--- src/rtl/ita_qk_tile_sequencer_pkg.sv ---
// Shared types and constants for the QK tile sequencer.
// Step encoding, counter width, tile geometry and the sequencer state set.
package ita_qk_tile_sequencer_pkg;

    localparam int unsigned M    = 64;
    localparam int unsigned N    = 16;
    localparam int unsigned CntW = 16;

    typedef logic [CntW-1:0] counter_t;

    typedef enum logic [1:0] {
        Idle = 2'd0,
        QK   = 2'd1
    } step_e;

    typedef enum logic [1:0] {
        IDLE = 2'd0,
        RUN  = 2'd1,
        DONE = 2'd2
    } seq_state_e;

    // Beats needed to cover one MxM tile with N results per beat.
    function automatic int unsigned beats_per_tile(input int unsigned m, input int unsigned n);
        return (m * m) / n;
    endfunction

endpackage

--- src/rtl/ita_qk_tile_sequencer_wrap_counter.sv ---
// Enable-driven counter that wraps to zero after reaching a runtime maximum.
// wrap_o flags the enabled cycle in which the wrap happens, for chaining.
module ita_wrap_counter #(
    parameter int unsigned W = 16
) (
    input  logic         clk_i,
    input  logic         rst_i,
    input  logic         en_i,
    input  logic         clr_i,
    input  logic [W-1:0] max_i,
    output logic [W-1:0] val_o,
    output logic         wrap_o
);

    logic [W-1:0] r_val;

    assign wrap_o = en_i && (r_val == max_i);
    assign val_o  = r_val;

    always_ff @(posedge clk_i) begin
        if (rst_i || clr_i) begin
            r_val <= '0;
        end else if (en_i) begin
            r_val <= wrap_o ? '0 : r_val + W'(1);
        end
    end

endmodule

--- src/rtl/ita_qk_tile_sequencer.sv ---
// Walks tile_y -> tile_x -> inner tile -> beat for the QK step of one head,
// emitting one beat per cycle whenever the downstream is ready.
module ita_qk_tile_sequencer #(
    parameter int unsigned M    = ita_qk_tile_sequencer_pkg::M,
    parameter int unsigned N    = ita_qk_tile_sequencer_pkg::N,
    parameter int unsigned CntW = ita_qk_tile_sequencer_pkg::CntW
) (
    input  logic                             clk_i,
    input  logic                             rst_i,
    input  logic                             start_i,
    input  logic                             abort_i,
    input  logic [CntW-1:0]                  tile_s_i,
    input  logic [CntW-1:0]                  tile_e_i,
    input  logic                             ready_i,
    output ita_qk_tile_sequencer_pkg::step_e step_o,
    output logic                             calc_en_o,
    output logic [CntW-1:0]                  count_o,
    output logic [CntW-1:0]                  tile_x_o,
    output logic [CntW-1:0]                  tile_y_o,
    output logic                             last_inner_tile_o,
    output logic                             busy_o,
    output logic                             done_o,
    output logic                             err_o
);

    import ita_qk_tile_sequencer_pkg::*;

    localparam logic [CntW-1:0] CNT_MAX = CntW'(beats_per_tile(M, N) - 1);

    seq_state_e      r_state, w_next;
    logic [CntW-1:0] r_tile_s_m1, r_tile_e_m1;
    logic            r_err;

    logic            w_run, w_cfg_zero, w_start_ok, w_calc_en, w_clr;
    logic            w_cnt_wrap, w_inner_wrap, w_x_wrap, w_y_wrap;
    logic [CntW-1:0] w_inner;

    assign w_run      = (r_state == RUN);
    assign w_cfg_zero = (tile_s_i == '0) || (tile_e_i == '0);
    assign w_start_ok = (r_state == IDLE) && start_i && !w_cfg_zero;
    assign w_calc_en  = w_run && ready_i;
    // Counters sit at zero outside RUN, so a fresh run always starts at beat 0.
    assign w_clr      = !w_run || abort_i;

    ita_wrap_counter #(.W(CntW)) u_cnt (
        .clk_i(clk_i), .rst_i(rst_i), .en_i(w_calc_en), .clr_i(w_clr),
        .max_i(CNT_MAX), .val_o(count_o), .wrap_o(w_cnt_wrap)
    );

    ita_wrap_counter #(.W(CntW)) u_inner (
        .clk_i(clk_i), .rst_i(rst_i), .en_i(w_cnt_wrap), .clr_i(w_clr),
        .max_i(r_tile_e_m1), .val_o(w_inner), .wrap_o(w_inner_wrap)
    );

    ita_wrap_counter #(.W(CntW)) u_x (
        .clk_i(clk_i), .rst_i(rst_i), .en_i(w_inner_wrap), .clr_i(w_clr),
        .max_i(r_tile_s_m1), .val_o(tile_x_o), .wrap_o(w_x_wrap)
    );

    ita_wrap_counter #(.W(CntW)) u_y (
        .clk_i(clk_i), .rst_i(rst_i), .en_i(w_x_wrap), .clr_i(w_clr),
        .max_i(r_tile_s_m1), .val_o(tile_y_o), .wrap_o(w_y_wrap)
    );

    always_comb begin
        w_next = r_state;
        case (r_state)
            IDLE:    if (w_start_ok) w_next = RUN;
            // Abort wins over a coinciding final beat: no DONE pulse.
            RUN:     if (abort_i) w_next = IDLE;
                     else if (w_y_wrap) w_next = DONE;
            DONE:    w_next = IDLE;
            default: w_next = IDLE;
        endcase
    end

    always_ff @(posedge clk_i) begin
        if (rst_i) begin
            r_state     <= IDLE;
            r_err       <= 1'b0;
            r_tile_s_m1 <= '0;
            r_tile_e_m1 <= '0;
        end else begin
            r_state <= w_next;
            r_err   <= (r_state == IDLE) && start_i && w_cfg_zero;
            if (w_start_ok) begin
                r_tile_s_m1 <= tile_s_i - CntW'(1);
                r_tile_e_m1 <= tile_e_i - CntW'(1);
            end
        end
    end

    assign step_o            = w_run ? QK : Idle;
    assign calc_en_o         = w_calc_en;
    assign last_inner_tile_o = w_run && (w_inner == r_tile_e_m1);
    assign busy_o            = w_run;
    assign done_o            = (r_state == DONE);
    assign err_o             = r_err;

endmodule

--- config.mk ---
export PLATFORM = sky130hd
export DESIGN_NAME = ita_qk_tile_sequencer
export DESIGN_NICKNAME = d
export VERILOG_FILES = /design/src/rtl/ita_qk_tile_sequencer_pkg.sv /design/src/rtl/ita_qk_tile_sequencer_wrap_counter.sv /design/src/rtl/ita_qk_tile_sequencer.sv
export SDC_FILE = /design/constraint.sdc
export NUM_CORES = 1
export LEC_CHECK = 0
export CAP_MARGIN = 30
export CORE_MARGIN = 10
export CORE_UTILIZATION = 53
export DETAILED_ROUTE_END_ITERATION = 10
export PLACE_DENSITY = 0.77
export SLEW_MARGIN = 10
export SYNTH_ARGS = -nofsm -noshare
export SYNTH_HDL_FRONTEND = slang
export SYNTH_SLANG_ARGS = --single-unit
export TNS_END_PERCENT = 1
--- constraint.sdc ---
create_clock -name clk_i -period 2.68 [get_ports clk_i]
set_input_delay 0.536 -clock clk_i [delete_from_list [all_inputs] [get_ports clk_i]]
set_output_delay 0.536 -clock clk_i [all_outputs]
set_load 0.01 [all_outputs]
### Yosys cells after proc, flatten, opt, wreduce, memory -nomap -nowiden

Index checks and enable logic that the tools add are counted.

| storage, ports and cells | value |
|---|---|
| bits in writable memories | 0 |
| bits in read-only memories | 0 |
| flip-flop bits (word level) | 99 |
| logic and storage cells | 49 |
| memories | 0 |
| bits in latches | 0 |

| cells by class | value |
|---|---|
| equal/unequal tests | 8 |
| multipliers | 0 |
| order comparisons | 0 |
| divide/modulo/power cells | 0 |
| mux-type cells | 9 |
| add/subtract/negate cells | 6 |
| bitwise operators | 0 |
| reductions and logical operators | 18 |
| shifts and indexed selects | 0 |

Operators by type and width:

| cell | number |
|---|---|
| adder 16 x 1 -> 16 bit (second input constant) | 4 |
| two-way mux 16 bit | 4 |
| == test 16 bit | 3 |
| zero test 16 bit | 2 |
| subtractor 16 x 1 -> 16 bit (second input constant) | 2 |
| == test 16 x 8 -> 1 bit (second input constant) | 1 |
| logical AND 1 bit | 9 |
| two-way mux 2 bit | 3 |
| case mux 2 bit (2 select lines) | 1 |
| logical OR 1 bit | 3 |
| != test 3 x 2 -> 1 bit (second input constant) | 1 |
| == test 2 x 1 -> 1 bit (second input constant) | 1 |
| == test 2 bit (second input constant) | 1 |
| zero test 1 bit | 2 |
| zero test 2 bit | 1 |
| != test 2 bit (second input constant) | 1 |
| AND reduction 2 bit | 1 |
| two-way mux 1 bit | 1 |

### Longest topological paths before layout

| logic depth | value |
|---|---|
| word-level depth | 9 |
| gate-level depth with buffers | 10 |
| depth with buffers taken out | 8 |

### Hierarchy

A second synthesis with hierarchy kept.

| unflattened totals | value |
|---|---|
| cell total of the unflattened synthesis | 680 |
| area, all modules | 6,048.3 µm² |

Modules (own cells, without submodules):

| module | instances | sequential area each (µm²) | area each (µm²) | cells an instance |
|---|---|---|---|---|
| ita_wrap_counter | 4 | 320.3 | 1,028.5 | 113 |
| ita_qk_tile_sequencer | 1 | 700.7 | 1,934.4 | 228 |

### Worst setup path after synthesis

No wires, ideal clock.

| timing path | value |
|---|---|
| kind | input to register |
| from | input port tile_e_i[0] |
| to | register r_tile_e_m1[12] |
| stages | 10 |
| setup slack | 414 ps |
| setup time | 134 ps |
| data arrival time | 2,132 ps |
| data required time | 2,546 ps |
| path buffers | 2 |
| cell sequence | inv_1 -> ha_1 -> or4b_1 -> nor4b_1 -> a41oi_1 -> nor2b_1 -> buf_2 -> buf_1 -> nor2_1 -> a211oi_1 |

| between the ends | value |
|---|---|
| cells in the longest elaborated chain, start to end | 4 |
| elaborated cells between the ends (all ways) | 5 |
| those cells by class | 1 x add/sub; 4 x reduce/logical |

Ends and longest elaborated chain:

| what | line | source |
|---|---|---|
| start, declared | ita_qk_tile_sequencer.sv:13 | `input logic [CntW-1:0] tile_e_i,` |
| branches (longest 4 deep; another with subtractor 16 x 1 -> 16 bit) | -- |  |
| end signal, assigned | ita_qk_tile_sequencer.sv:88 | `r_tile_e_m1 <= tile_e_i - CntW'(1);` |
| end, declared | ita_qk_tile_sequencer.sv:31 | `logic [CntW-1:0] r_tile_s_m1, r_tile_e_m1;` |

Several ways; the timed one is not identified.
A chain may end at the register's enable or synchronous reset.

### Final worst setup path

| timing path | value |
|---|---|
| from | input port tile_e_i[0] |
| to | register r_tile_s_m1[6] |

| between the ends | value |
|---|---|
| cells in the longest elaborated chain, start to end | 4 |

Ends and longest elaborated chain:

| what | line | source |
|---|---|---|
| zero test 16 bit | ita_qk_tile_sequencer.sv:39 | `assign w_cfg_zero = (tile_s_i == '0) \|\| (tile_e_i == '0);` |
| logical OR 1 bit | ita_qk_tile_sequencer.sv:39 |  |
| zero test 1 bit | ita_qk_tile_sequencer.sv:40 | `assign w_start_ok = (r_state == IDLE) && start_i && !w_cfg_zero;` |
| logical AND 1 bit | ita_qk_tile_sequencer.sv:40 |  |
| end signal, assigned | ita_qk_tile_sequencer.sv:87 | `r_tile_s_m1 <= tile_s_i - CntW'(1);` |
| end, declared | ita_qk_tile_sequencer.sv:31 |  |

No other way between the ends.

==> flow_summary.json <==
{
  "remaining_drc_errors": 0,
  "n_fill_cell": 769,
  "via_per_inst": 5.592,
  "postRouteAntennaNets": 0,
  "cts_tree": "done",
  "worstSetupPathType": "input port to register",
  "hold_depth": 2,
  "slew_headroom_pct": 58.08,
  "antennaDiodeCount": 0,
  "finalHoldViolCount": 0,
  "floorplan.initialDensity_pct": 54.30,
  "insertion_delay_ns": 0.37,
  "setup_viol": 0,
  "grt_usage_pct": 19.45,
  "syn_avg_cell_area_sq_um": 8.479,
  "yosysSeqAreaShare_pct": 37.34,
  "drive_gt1_share_pct": 13.84,
  "area_delta_synth_final_pct": 32.72,
  "reg2reg_depth": 7,
  "seq_area_sq_um": 1993,
  "grt_pass1_wl_microns": 23670,
  "power_uw": 3001,
  "initialDrtViolationCount": 403,
  "grt_pass1_vias": 4887,
  "clock_tree.root_cell": "clkbuf_8",
  "ys_types": 49,
  "rsz0062_at_grt": "no",
  "synthArstFlopShare_pct": 0,
  "yosysTopAreaCell": "dfxtp_1",
  "row_count": 36,
  "critPathLaunchType": "input port",
  "fmax_mhz": 407.5,
  "multiInputGateArea_sq_um": 3153,
  "post_synth_instance_area_sq_um": 5308,
  "grt_max_degree": 35,
  "io_pins": 92,
  "r2r_end": "u_x.val_o[15]$_SDFFE_PP0N_",
  "synth_cells": 626,
  "dieArea_sq_um": 14420,
  "stdcell_count": 906,
  "peakVddDrop_mv": 0.2225,
  "final_core_util_pct": 72.07,
  "worstPathMaxFanout": 33,
  "clock_sinks": 99,
  "hold_class": "register to register",
  "fp.coreArea_sq_um": 9774,
  "clk_pin_slew_ns": 0.10,
  "cp.arrival_ns": 2.74,
  "io_buffers": 90,
  "drt_pass1_iterations": 5,
  "grt.overflow.total": 0,
  "drt-wirelength-per-cell_microns": 15.74,
  "cellPowerDensity_nw_per_um2": 426.0,
  "finalNetCount": 813,
  "cts_buffers": 9,
  "hold_path_end": "u_cnt.val_o[1]$_SDFFE_PP0P_",
  "die_h_microns": 120.1,
  "tightestPinTransition_ns": 0.6260,
  "place.gp.congestion": 0.9114,
  "r2r_start": "u_cnt.val_o[8]$_SDFFE_PP0P_",
  "h-tree-depth": 3,
  "antenna_found_initial": 0,
  "end_kind": "register",
  "fin_tns_setup_ns": 0,
  "yosysWarnings": 0,
  "synth_top_cell_area_share_pct": 37.34,
  "hold_buffers": 0,
  "dp.cells": 888,
  "r2r_slack_ns": 0.34,
  "synthTopCellsByArea": "dfxtp_1 (37%), xnor2_1 (13%), nor2_1 (7.0%)",
  "holdWs_ns": 0.5189,
  "drt_wl_total_microns": 14260,
  "vias": 5066,
  "slew_violations": 0,
  "synth_edf_count": 0,
  "finClkSkew_ns": 0.01099,
  "synth_common_cells": "dfxtp_1 (99), nor2_1 (99), xnor2_1 (81)",
  "max_cap_violations": 0,
  "leakage_uw": 0.002397,
  "syn-num-nets": 671,
  "die_w_microns": 120.1,
  "fin_crit_sh_pct": 91.57,
  "ys.flop_type": "dfxtp_1",
  "hp-start": "u_cnt.val_o[1]$_SDFFE_PP0P_",
  "hpwl_microns": 10870,
  "required_ns": 2.97,
  "cts_buffer_depth": 2,
  "post-route-min-period_ns": 2.454,
  "status": "completed",
  "synth_seq_cells": 99
}
## worst max path at each step
stage                start  slack (ns)                           end
2_1_floorplan  tile_e_i[0]        0.41  r_tile_e_m1[12]$_SDFFE_PP0P_
3_3_place_gp   tile_e_i[0]       -0.36   r_tile_e_m1[6]$_SDFFE_PP0P_
3_5_place_dp   tile_e_i[0]       -0.25   r_tile_s_m1[6]$_SDFFE_PP0P_
4_1_cts            ready_i        0.02                     calc_en_o
5_1_grt        tile_e_i[0]       0.002   r_tile_s_m1[1]$_SDFFE_PP0P_
6_report       tile_e_i[0]        0.23   r_tile_s_m1[6]$_SDFFE_PP0P_
## stage by stage
stage	setup slack [ns]	instance area, sq um
global route	0.002454	7044
finish	0.2258	7044
CTS	0.01645	7033
floorplan	0.4135	5308
global placement	-0.3630	6771
detailed placement	-0.2550	6799
## timing repair
item,4_1_cts,5_1_grt
pin swaps,1,0
setup endpoints to repair,1,18
cloned,0,1
setup buffers,1,0
gates resized for setup,9,1
## state kept, by name, summed over array words and instances (netlist names)
signal and cells:
r_tile_e_m1 16, err_o 1, r_tile_s_m1 16, u_y.val_o 16, u_x.val_o 16, u_inner.val_o 16, r_state 2, u_cnt.val_o 16
## layer usage
layer	track usage, %	share of wire, %
met2	32.02	47
met5	0	0
met3	2.907	6.4
met4	6.787	1.6
met1	25.36	45
## placed cells by master, fill, tap and decap left out, types with 2 or more instances in the layout
master	instances
nor2b_1	3
or4_4	2
or4_1	7
a31oi_1	3
nand2_1	32
dfxtp_2	6
ha_1	8
nor2_1	99
xor2_1	32
a211oi_1	29
a311oi_1	3
inv_6	4
a21oi_1	21
buf_4	64
xnor2_1	81
nor3_1	16
or3b_1	2
o31ai_1	2
nand4_1	34
clkbuf_8	11
nor4_1	6
mux2i_1	2
or3_1	20
buf_12	3
nor4_4	3
and3_1	15
and2_1	5
and4_1	3
nand2b_1	2
clkdlybuf4s50_1	88
nand3_1	19
o21ai_0	20
dfxtp_1	92
inv_1	12
## report_power, final
part / internal, uW / total [uW] / switching [uW]
Combinational: 213 / 398 / 186
Clock: 497 / 1040 / 544
Sequential: 1510 / 1560 / 48.7
## logic make-up after synthesis
logic type                 synth area share (%)
other                                   0.07065
muxes                                    0.3772
AOI/OAI and AO/OA                         9.548
DFF                                       37.34
and+or+nand+nor                           28.45
xor gates and xnor gates                  18.65
buffers and inverters                     3.677
adders and majority gates                 1.886
## critical path, cell delays in order
cell	delay, ns
clkdlybuf4s50_1	0.48
inv_1	0.06
ha_1	0.18
or4b_1	0.15
nor4b_1	0.05
a41oi_1	0.30
nor2b_4	0.48
buf_16	0.22
nor2_1	0.06
a311oi_1	0.23
## cell type report
cell class,count,area share (%)
clock buffer,11,2.149
clock inverter,5,0.9236
inverter,12,0.6394
multi-input combinational,488,44.76
sequential,99,28.29
tap,133,2.362
timing repair buffer,158,20.87
Note: power is estimated with default switching activity, not from simulation.
